**src/rtl/reg_load_unit.sv**
```systemverilog
// reg_load_unit: fetches a burst of memory words after a register-load dispatch and
// writes them, row by row, into one buffer register of the operand register file.
// Reports busy/ready and the buffer being filled so the decoder can avoid hazards.
module reg_load_unit #(
  parameter int unsigned NUM_REGS   = 16,
  parameter int unsigned DATA_WIDTH = 64,
  parameter int unsigned ADDR_WIDTH = 16,
  parameter int unsigned BURST_LEN  = 8,
  localparam int unsigned BufW = (NUM_REGS > 1) ? $clog2(NUM_REGS) : 1,
  localparam int unsigned RowW = (BURST_LEN > 1) ? $clog2(BURST_LEN) : 1
) (
  input  logic                  clk,
  input  logic                  rst,
  input  logic                  instruction_ready_reg_load,
  input  logic [3:0]            opcode_function,
  input  logic [BufW-1:0]       buffer_address,
  input  logic [ADDR_WIDTH-1:0] memory_address,
  output logic                  reg_load_stage_ready,
  output logic [BufW-1:0]       current_buffer_loading,
  output logic                  current_buffer_valid,
  output logic                  mem_req_valid,
  input  logic                  mem_req_ready,
  output logic [ADDR_WIDTH-1:0] mem_req_addr,
  input  logic                  mem_rsp_valid,
  input  logic [DATA_WIDTH-1:0] mem_rsp_data,
  output logic                  reg_wr_en,
  output logic [BufW-1:0]       reg_wr_buf,
  output logic [RowW-1:0]       reg_wr_row,
  output logic [DATA_WIDTH-1:0] reg_wr_data,
  output logic                  load_done,
  output logic                  protocol_error
);

  // Counters are 4 bits wide: the load length never exceeds 15.
  localparam logic [3:0] BurstLen = 4'(BURST_LEN);

  typedef enum logic [1:0] {StIdle, StLoad, StDone} state_e;

  state_e                r_state, w_state_next;
  logic [BufW-1:0]       r_buf;
  logic [ADDR_WIDTH-1:0] r_base;
  logic [3:0]            r_len;
  logic [3:0]            r_req_cnt;
  logic [3:0]            r_rsp_cnt;
  logic                  r_wr_en;
  logic [BufW-1:0]       r_wr_buf;
  logic [RowW-1:0]       r_wr_row;
  logic [DATA_WIDTH-1:0] r_wr_data;
  logic                  r_perr;

  logic [3:0]            w_len;
  logic                  w_dispatch;
  logic                  w_dispatch_err;
  logic                  w_req_valid;
  logic                  w_req_fire;
  logic                  w_outstanding;
  logic                  w_rsp_take;
  logic                  w_rsp_stray;
  logic                  w_last_rsp;
  logic [ADDR_WIDTH-1:0] w_req_addr;

  // Decode the requested length and classify this cycle's handshakes.
  always_comb begin
    w_len = BurstLen;
    if (opcode_function != 4'd0) begin
      w_len = (opcode_function > BurstLen) ? BurstLen : opcode_function;
    end
    w_dispatch     = (r_state == StIdle) && instruction_ready_reg_load;
    w_dispatch_err = (r_state != StIdle) && instruction_ready_reg_load;
    w_req_valid    = (r_state == StLoad) && (r_req_cnt < r_len);
    w_req_fire     = w_req_valid && mem_req_ready;
    // Requests never trail responses, so inequality means one is outstanding.
    w_outstanding  = (r_req_cnt != r_rsp_cnt);
    w_rsp_take     = (r_state == StLoad) && mem_rsp_valid && w_outstanding;
    // Responses in IDLE (e.g. after a reset abort) are silently dropped.
    w_rsp_stray    = (r_state != StIdle) && mem_rsp_valid && !w_outstanding;
    w_last_rsp     = w_rsp_take && (r_rsp_cnt == (r_len - 4'd1));
    // Address arithmetic wraps modulo 2^ADDR_WIDTH.
    w_req_addr     = r_base + ADDR_WIDTH'(r_req_cnt);
  end

  // FSM state register.
  always_ff @(posedge clk) begin
    if (rst) begin
      r_state <= StIdle;
    end else begin
      r_state <= w_state_next;
    end
  end

  // FSM next state and status outputs.
  always_comb begin
    w_state_next           = r_state;
    reg_load_stage_ready   = 1'b0;
    current_buffer_valid   = 1'b0;
    current_buffer_loading = '0;
    load_done              = 1'b0;
    unique case (r_state)
      StIdle: begin
        reg_load_stage_ready = 1'b1;
        if (w_dispatch) w_state_next = StLoad;
      end
      StLoad: begin
        current_buffer_valid   = 1'b1;
        current_buffer_loading = r_buf;
        if (w_last_rsp) w_state_next = StDone;
      end
      StDone: begin
        current_buffer_valid   = 1'b1;
        current_buffer_loading = r_buf;
        load_done              = 1'b1;
        w_state_next           = StIdle;
      end
      default: w_state_next = StIdle;
    endcase
  end

  // Load context, request/response counters, registered row write and error flag.
  always_ff @(posedge clk) begin
    if (rst) begin
      r_buf     <= '0;
      r_base    <= '0;
      r_len     <= '0;
      r_req_cnt <= '0;
      r_rsp_cnt <= '0;
      r_wr_en   <= 1'b0;
      r_wr_buf  <= '0;
      r_wr_row  <= '0;
      r_wr_data <= '0;
      r_perr    <= 1'b0;
    end else begin
      r_wr_en <= w_rsp_take;
      if (w_rsp_take) begin
        r_wr_buf  <= r_buf;
        r_wr_row  <= r_rsp_cnt[RowW-1:0];
        r_wr_data <= mem_rsp_data;
      end
      if (w_dispatch) begin
        r_buf     <= buffer_address;
        r_base    <= memory_address;
        r_len     <= w_len;
        r_req_cnt <= '0;
        r_rsp_cnt <= '0;
      end else begin
        if (w_req_fire) r_req_cnt <= r_req_cnt + 4'd1;
        if (w_rsp_take) r_rsp_cnt <= r_rsp_cnt + 4'd1;
      end
      if (w_dispatch_err || w_rsp_stray) r_perr <= 1'b1;
    end
  end

  assign mem_req_valid  = w_req_valid;
  assign mem_req_addr   = w_req_valid ? w_req_addr : '0;
  assign reg_wr_en      = r_wr_en;
  assign reg_wr_buf     = r_wr_buf;
  assign reg_wr_row     = r_wr_row;
  assign reg_wr_data    = r_wr_data;
  assign protocol_error = r_perr;

endmodule

```
**config.mk**
```make
export PLATFORM = sky130hd
export DESIGN_NAME = reg_load_unit
export DESIGN_NICKNAME = d
export VERILOG_FILES = /design/src/rtl/reg_load_unit.sv
export SDC_FILE = /design/constraint.sdc
export NUM_CORES = 1
export LEC_CHECK = 0
export CAP_MARGIN = 20
export CORE_ASPECT_RATIO = 1.25
export CORE_MARGIN = 1.5
export CORE_UTILIZATION = 38
export DETAILED_ROUTE_END_ITERATION = 10
export HOLD_SLACK_MARGIN = 0.02
export PLACE_DENSITY = 0.75
export RECOVER_POWER = 50
export SETUP_SLACK_MARGIN = 0.15
export SLEW_MARGIN = 20
export SYNTH_ARGS = -nofsm -noshare
export SYNTH_HDL_FRONTEND = slang
export SYNTH_SLANG_ARGS = --single-unit
```
**constraint.sdc**
```tcl
create_clock -name clk -period 2.3 [get_ports clk]
set_clock_uncertainty 0.1 [all_clocks]
set_input_delay 0.23 -clock clk [delete_from_list [all_inputs] [get_ports clk]]
set_output_delay 0.23 -clock clk [all_outputs]
set_load 0.05 [all_outputs]
```
# After elaboration in Yosys (flattened, before gate mapping)
# Index checks and enable logic that the tools add are counted.
# W data, S select, Z words.
[classes]
add_sub_neg = 4
magnitude_cmp = 2
n_eq_ne = 6
n_mux = 10
n_reduce_logical = 17
[ops]
columns = ["op", "count"]
rows = [
  ["$add A16 B4 Y16", 1],
  ["$mux W16", 1],
  ["$mux W4", 3],
  ["$logic_and A1 B1 Y1", 9],
  ["$add A4 B1 Y4 const B", 2],
  ["$eq A4 B4 Y1", 1],
  ["$gt A4 B4 Y1 const B", 1],
  ["$lt A4 B4 Y1", 1],
  ["$mux W2", 2],
  ["$ne A2 B2 Y1 const B", 2],
  ["$ne A4 B4 Y1", 1],
  ["$pmux W2 S2", 1],
  ["$reduce_bool A4 Y1", 1],
  ["$reduce_or A2 Y1", 2],
  ["$sub A4 B1 Y4 const B", 1],
  ["$mux W1", 3],
  ["$eq A2 B1 Y1 const B", 1],
  ["$eq A2 B2 Y1 const B", 1],
  ["$logic_not A2 Y1", 1],
  ["$reduce_and A2 Y1", 1],
  ["$reduce_bool A2 Y1", 1],
  ["$logic_not A1 Y1", 1],
  ["$logic_or A1 B1 Y1", 1],
]
[word_totals]
ff_bits = 107
in_bits = 93
out_inout_bits = 97

# Longest topological paths before layout
# Gate-level depths: netlist of run 1.
[logic_depth]
ltp_word = 6
depth_mapped = 9

# Worst setup path before layout of run 1
# Ideal clock, no wire load.
[synth_timing]
path_type = "register to output"
from = "register r_len[2]"
to = "output mem_req_addr[2]"
arrival_ps = 2470
t_required_ps = 1970
slack_ps = -500
stages_incl_launch_ff = 8
path_buffers = 1
cell_sequence = "dfxtp_1 inv_1 ha_1 or2_2 a21o_1 and2_4 buf_6 nor3_1"
[synth_between]
elab_chain_len = 3
[synth_rtl]
columns = ["element", "line_no", "text"]
rows = [
  ["from (decl)", "42", "logic [3:0] r_len;"],
  ["from (signal assigned)", "141", "r_len <= w_len;"],
  ["$lt A4 B4 Y1", "70", "w_req_valid = (r_state == StLoad) && (r_req_cnt < r_len);"],
  ["$logic_and A1 B1 Y1", "70", ""],
  ["$mux W16", "153", "assign mem_req_addr = w_req_valid ? w_req_addr : '0;"],
  ["to (decl)", "23", "output logic [ADDR_WIDTH-1:0] mem_req_addr,"],
]
# No other way between the ends.

# Worst setup path in the final report of run 1
[layout_timing]
from = "register r_req_cnt[2]"
to = "output mem_req_addr[13]"
[layout_between]
elab_chain_len = 3
elab_cells_between_ends = 4
classes_between = "add/sub: 1; order compare: 1; mux: 1; reduce/logical: 1"
[layout_rtl]
columns = ["element", "line_no", "text"]
rows = [
  ["from (decl)", "43", "logic [3:0] r_req_cnt;"],
  ["from (signal assigned)", "145", "if (w_req_fire) r_req_cnt <= r_req_cnt + 4'd1;"],
  ["branches (longest 2 deep; another with $add A16 B4 Y16)", "n/a", ""],
  ["$mux W16 (*)", "153", ""],
]
# Mark *: on every way between the ends.

==> flow_summary_export.csv, run 1 <==
group,metric,value,unit
setup_path,critPathKind,"register to output pin",
run_status,outcome,"finished with violations",
timing,hold_viol,0,
die,fp.dieH,124,um
synthesis,seq_area_frac_synth,48.5,%
synthesis,synthTopCellsByArea,"dfxtp_1 (48%), nand2_1 (14%), a21oi_1 (9.6%), ha_1 (4.0%), a22o_1 (3.8%)",
timing,fmax,391,MHz
synthesis,syn_area,4420,sq um
global_routing,grt_pass1_wl,21400,um
pwr,powerDensity,551,nW/um^2
clocking,clk_pin_slew,80,ps
die,dieArea,12300,sq um
timing,hold_slack,324,ps
timing,finalSetupTns,-2470,ps
final_layout,multi_input_area,2460,sq um
timing,setup_viol,17,
synthesis,yosysWarnings,0,
die,die_x,99.5,um
place,place_ws,48.7,ps
synthesis,synthDistinctLibCells,39,
detailed_routing,drc_errors,0,
timing,max_slew_margin,47.3,%
pwr,p_int,2.99,mW
run_status,violations,"setup timing",
clocking,htreeDepth,3,
detailed_routing,routed_wl,13800,um
die,io_pins,190,
detailed_routing,drt_iter0_drc,163,
synthesis,synth_area_leader_cell,"dfxtp_1",
setup_path,crit_path_max_fanout,6,
die,core_area,11200,sq um
pwr,switching_share,27.2,%
die,initial_core_util,39.5,%
pwr,total_power,4.11,mW
final_layout,fin_area,7460,sq um
synthesis,synth-seq-cells,107,
place,dp_cells,842,
place,gp_congestion,0.840,
pwr,p_clk_share,36.7,%
synthesis,syn_area_per_cell,8.26,sq um
timing,period_minus_slack,2560,ps
setup_path,cp.required,1970,ps
final_layout,fin_nets,840,
pwr,p_seq_share,47.4,%
place,hpwl,9840,um
worst_hold_path,hold_class,"input port to register",
global_routing,overflow,0,
pwr,p_leak,2.77,nW
setup_path,worst_setup_path_start_kind,"register",
place,placed_area,6880,sq um
final_layout,syn2layout_area_growth,68.7,%
final_layout,nFillCells,879,
clocking,clockBufferDepth,2,
detailed_routing,ant_nets,0,
synthesis,synth_edf_count,0,
setup_path,r2r_setup_slack,170,ps
timing,finalWorstSetupSlack,-258,ps
clocking,clk-insertion-delay-late,350,ps
final_layout,drive_above_1_share,18.5,%
synthesis,syn_nets,643,
final_layout,register_area,2160,sq um
setup_path,cp-end-kind,"output pin",
timing,rsz0062_at_grt,"true",
synthesis,synthFlopType,"dfxtp_1",
timing,worst_pin_slew,791,ps
global_routing,globalRouteTotalUtil,22.1,%
clocking,cts_inserted_buffers,9,
global_routing,grt_start_max_net_pins,73,
detailed_routing,viasPerCell,5.07,
final_layout,layoutNonFillerInstCount,872,
place,place.port_buffers,189,
final_layout,post-route-util,66.6,%
pwr,power.ir.vdd_worst,0.344,mV
global_routing,antenna_found_initial,0,
clocking,cts-root-buf,"clkbuf_16",
synthesis,synthCells,535,
timing,slew_violations,0,
detailed_routing,firstDrtPassIters,4,
global_routing,grt_pass1_vias,4355,
pwr,power_frac_comb,15.9,%
final_layout,antenna_cells,0,
detailed_routing,vias,4425,
clocking,cts_tree,"yes",
synthesis,ys_async_sr_fraction,0,%
clocking,cts_sinks,107,
die,rows,43,
detailed_routing,routedWlPerCell,15.8,um
setup_path,crit_arrival,2230,ps
synthesis,netlist.area_leader.share,48.5,%
pwr,p_switching,1.12,mW
timing,finalCritPeriodShare,111,%
run,max_cap_viol_count,0,
## critical path, stage by stage, from the launching register on
cell and delay (ps):
dfxtp_4 380, ha_4 240, or2_4 220, a21o_1 190, and2_4 190, or4_4 460
nand2_8 80, buf_12 130
## final timing paths
path,startpoint,end,cells after the start
max,r_req_cnt[2]$_SDFFE_PP0P_,mem_req_addr[13],7
min,mem_rsp_data[11],reg_wr_data[11]$_SDFFE_PP0P_,3
max reg2reg,r_req_cnt[2]$_SDFFE_PP0P_,r_req_cnt[3]$_SDFFE_PP0P_,7
min reg2reg,reg_wr_data[32]$_SDFFE_PP0P_,reg_wr_data[32]$_SDFFE_PP0P_,2
## cell type report
| cell class | instances | area share (%) |
|---|---|---|
| clock buffer | 9 | 3.02 |
| clock inverter | 7 | 0.940 |
| inverter | 14 | 0.755 |
| multi-input combinational | 384 | 33.0 |
| sequential | 107 | 29.0 |
| tap | 135 | 2.27 |
| timing repair buffer | 216 | 31.0 |
## metal layers
layer | track usage, % | up-vias | wire length, um | part of all wire (%)
met3 | 6.12 | 22 | 1030 | 7.5
li1 | - | 2185 | - | -
met1 | 25.1 | 2048 | 5440 | 40
met5 | 0 | - | 0 | 0
met2 | 39.7 | 170 | 7030 | 51
met4 | 7.83 | 0 | 269 | 2.0
## registers in the layout, indices dropped and copies added, names as in the netlist
signal          count
r_state             2
reg_wr_buf          4
protocol_error      1
r_req_cnt           4
r_base             16
r_len               4
reg_wr_en           1
reg_wr_data        64
r_buf               4
r_rsp_cnt           4
reg_wr_row          3
## what timing repair did
action,CTS,global route
resized for setup,39,9
gates cloned,1,0
setup buffers,5,7
endpoints found under the hold margin,1,0
endpoints found under the setup margin,18,62
pin swaps,19,12
hold buffers,1,0
## power groups by stage
stage,Clock (mW),Combinational (mW),Sequential (mW)
after detailed placement,0,0.604,1.99
after global placement,0,0.597,1.98
final,1.51,0.653,1.95
after global routing,1.64,0.696,1.95
after floorplan,0,0.305,2.00
after CTS,1.54,0.639,1.95
## cell usage after synthesis (4+ instances only)
| library cell | n |
|---|---|
| o21ai_0 | 13 |
| a22o_1 | 19 |
| and2_1 | 6 |
| nor3_1 | 4 |
| nor2b_1 | 4 |
| nor2_1 | 16 |
| buf_2 | 15 |
| nand3_1 | 6 |
| ha_1 | 14 |
| nand2_1 | 160 |
| or3_1 | 4 |
| xor2_1 | 5 |
| a21oi_1 | 85 |
| inv_1 | 14 |
| dfxtp_1 | 107 |
| clkbuf_1 | 14 |
| xnor2_1 | 15 |
## cell families (layout without fill, tap and decap cells)
kind of cell               count (synthesis)  after routing  synth area share [%]
adders and majority gates                 15             15                  4.42
DFF                                      107            107                  48.5
buffers and inverters                     45            246                  4.44
AOI/OAI and AO/OA                        132            133                  17.7
and+or+nand+nor                          215            215                  20.5
xor gates and xnor gates                  21             21                  4.47
## placed cells by master (no fill, tap or decap), types with 4 or more instances in the layout
cell type	count
a21oi_1	78
nor2_1	7
nor2_4	9
a21oi_4	6
and2_1	5
clkdlybuf4s50_1	101
ha_4	5
ha_1	7
xnor2_1	10
o21ai_0	10
dfxtp_1	96
dlygate4sd3_1	65
buf_4	20
nand3_1	6
inv_2	5
dfxtp_2	8
xor2_1	5
nand2_1	158
xnor2_2	5
inv_1	8
clkbuf_16	9
buf_6	4
buf_12	20
a22o_1	19
No activity file was read; power rests on OpenSTA's default activity.
==> run 2: changes to the inputs <==
--- a/config.mk
+++ b/config.mk
@@ -8,10 +8,10 @@
 export CAP_MARGIN = 20
 export CORE_ASPECT_RATIO = 1.25
 export CORE_MARGIN = 1.5
-export CORE_UTILIZATION = 38
+export CORE_UTILIZATION = 46
 export DETAILED_ROUTE_END_ITERATION = 10
 export HOLD_SLACK_MARGIN = 0.02
-export PLACE_DENSITY = 0.75
+export PLACE_DENSITY = 0.85
 export RECOVER_POWER = 50
 export SETUP_SLACK_MARGIN = 0.15
 export SLEW_MARGIN = 20
==> constraint.sdc (replaced) <==
create_clock -name clk -period 3.06 [get_ports clk]
set_clock_uncertainty 0.1 [all_clocks]
set_input_delay 0.306 -clock clk [delete_from_list [all_inputs] [get_ports clk]]
set_output_delay 0.306 -clock clk [all_outputs]
set_load 0.05 [all_outputs]
==> flow_summary_export.csv, run 2 (synthesized netlist as in run 1, its figures left out) <==
group,metric,value,unit
run_status,outcome,"complete, no violations",
global_routing,antenna_found_initial,0,
detailed_routing,drc_errors,0,
timing,setup_viol,0,
pwr,power_frac_comb,13.8,%
final_layout,largest_reg_flops,64,
clocking,clockBufferDepth,2,
place,place.port_buffers,189,
final_layout,final_common_cell,"nand2_1",
pwr,p_leak,2.64,nW
timing,period_minus_slack,2880,ps
final_layout,drive_above_1_share,7.81,%
setup_path,critPathKind,"register to output pin",
pwr,switching_share,23.9,%
die,core_area,9220,sq um
global_routing,globalRouteTotalUtil,25.1,%
global_routing,overflow,0,
clocking,htreeDepth,3,
global_routing,grt_start_max_net_pins,46,
clocking,clk-insertion-delay-late,340,ps
global_routing,grt_pass1_vias,4326,
detailed_routing,firstDrtPassIters,4,
detailed_routing,ant_nets,0,
clocking,cts-root-buf,"clkbuf_16",
timing,fmax,348,MHz
die,dieArea,10200,sq um
timing,rsz0062_at_grt,"true",
clocking,cts_sinks,107,
global_routing,grt_pass1_wl,20500,um
setup_path,crit_path_max_fanout,10,
setup_path,crit_arrival,2470,ps
pwr,p_seq_share,48.3,%
timing,worst_pin_slew,1290,ps
die,fp.dieH,113,um
place,gp_congestion,0.859,
timing,finalCritPeriodShare,94.0,%
place,hpwl,9570,um
pwr,power.ir.vdd_worst,0.341,mV
setup_path,cp-end-kind,"output pin",
pwr,p_clk_share,38.0,%
final_layout,nFillCells,668,
detailed_routing,routedWlPerCell,15.6,um
pwr,powerDensity,444,nW/um^2
run,max_cap_viol_count,0,
timing,finalSetupTns,0,ps
die,initial_core_util,47.9,%
detailed_routing,routed_wl,13100,um
final_layout,antenna_cells,0,
die,io_pins,190,
detailed_routing,vias,4351,
detailed_routing,viasPerCell,5.18,
die,die_x,90.7,um
final_layout,final_cell_mix,"nand2_1 (159), dfxtp_1 (103), clkdlybuf4s50_1 (99)",
timing,slew_violations,0,
timing,hold_viol,0,
clocking,cts-hold-fix-buffers,0,
final_layout,fin_nets,822,
pwr,p_int,2.31,mW
pwr,total_power,3.04,mW
clocking,cts_tree,"yes",
worst_hold_path,hold_class,"register to register",
clocking,clk_pin_slew,60,ps
setup_path,cp.required,2650,ps
pwr,p_switching,727,uW
timing,max_slew_margin,13.8,%
setup_path,worst_setup_path_start_kind,"register",
clocking,cts_inserted_buffers,9,
detailed_routing,drt_iter0_drc,138,
final_layout,syn2layout_area_growth,54.8,%
die,rows,39,
[run 2: power groups by stage]
stage               combinational [mW]  clock [mW]  sequential (mW)
floorplan                        0.196           0             1.50
global placement                 0.403           0             1.49
detailed placement               0.410           0             1.50
CTS                              0.414        1.17             1.46
global route                     0.446        1.22             1.47
finish                           0.418        1.15             1.47
[run 2: cell type report]
class	instances	area, sq um	area share [%]
flip-flops and latches	107	2150	31.4
multi-input cells	383	2140	31.3
repair buffers	199	2050	30.0
clock buffers	11	253	3.69
well taps	123	154	2.25
inverters	14	52.6	0.768
clock inverters	3	46.3	0.677
[run 2: critical path, stage by stage, from the launching register on]
cell and delay [ps]:
dfxtp_1 460, ha_1 280, a21o_1 180, a21o_1 220, a21oi_2 340, o21ai_0 170, a21oi_1 290, buf_12 180
[run 2: metrics by stage]
stage / utilization, % / std cells / setup slack, ps / hold WS, ps / area [sq um]
finish: 74.2 / 840 / 183 / 352 / 6840
global route: 74.2 / 840 / 38.4 / 376 / 6840
CTS: 73.7 / 837 / 152 / 357 / 6800
detailed placement: 70.4 / 823 / 341 / 348 / 6490
global placement: 70.4 / 823 / 362 / 342 / 6490
floorplan: - / 535 / 184 / 315 / 4420
[run 2: repair_timing]
action,CTS,global route
setup endpoints to repair,13,8
setup buffers,0,3
pin swaps,1,3
gates resized for setup,10,11
[run 2: path summary, 6_finish.rpt]
kind	start	end	slack, ps	cells past startpoint
hold reg to reg	reg_wr_data[62]$_SDFFE_PP0P_	reg_wr_data[62]$_SDFFE_PP0P_	350	2
hold / removal	reg_wr_data[62]$_SDFFE_PP0P_	reg_wr_data[62]$_SDFFE_PP0P_	350	2
setup reg to reg	r_rsp_cnt[0]$_SDFFE_PP0P_	reg_wr_data[40]$_SDFFE_PP0P_	410	6
setup / recovery	r_req_cnt[1]$_SDFFE_PP0P_	mem_req_addr[7]	180	7
[run 2: metal layers]
metal / track usage (%) / up-vias / routed length [um]
li1: - / 2143 / -
met4: 10.4 / 0 / 323
met1: 26.5 / 1988 / 4980
met3: 6.84 / 26 / 960
met2: 46.4 / 194 / 6830
met5: 0 / - / 0
==> run 3: changes to the inputs <==
--- a/config.mk
+++ b/config.mk
@@ -5,7 +5,6 @@
 export SDC_FILE = /design/constraint.sdc
 export NUM_CORES = 1
 export LEC_CHECK = 0
-export CAP_MARGIN = 20
 export CORE_ASPECT_RATIO = 1.25
 export CORE_MARGIN = 1.5
 export CORE_UTILIZATION = 46
==> results of run 3 <==
The final DEF is identical to that of run 2; final timing and power are the same.
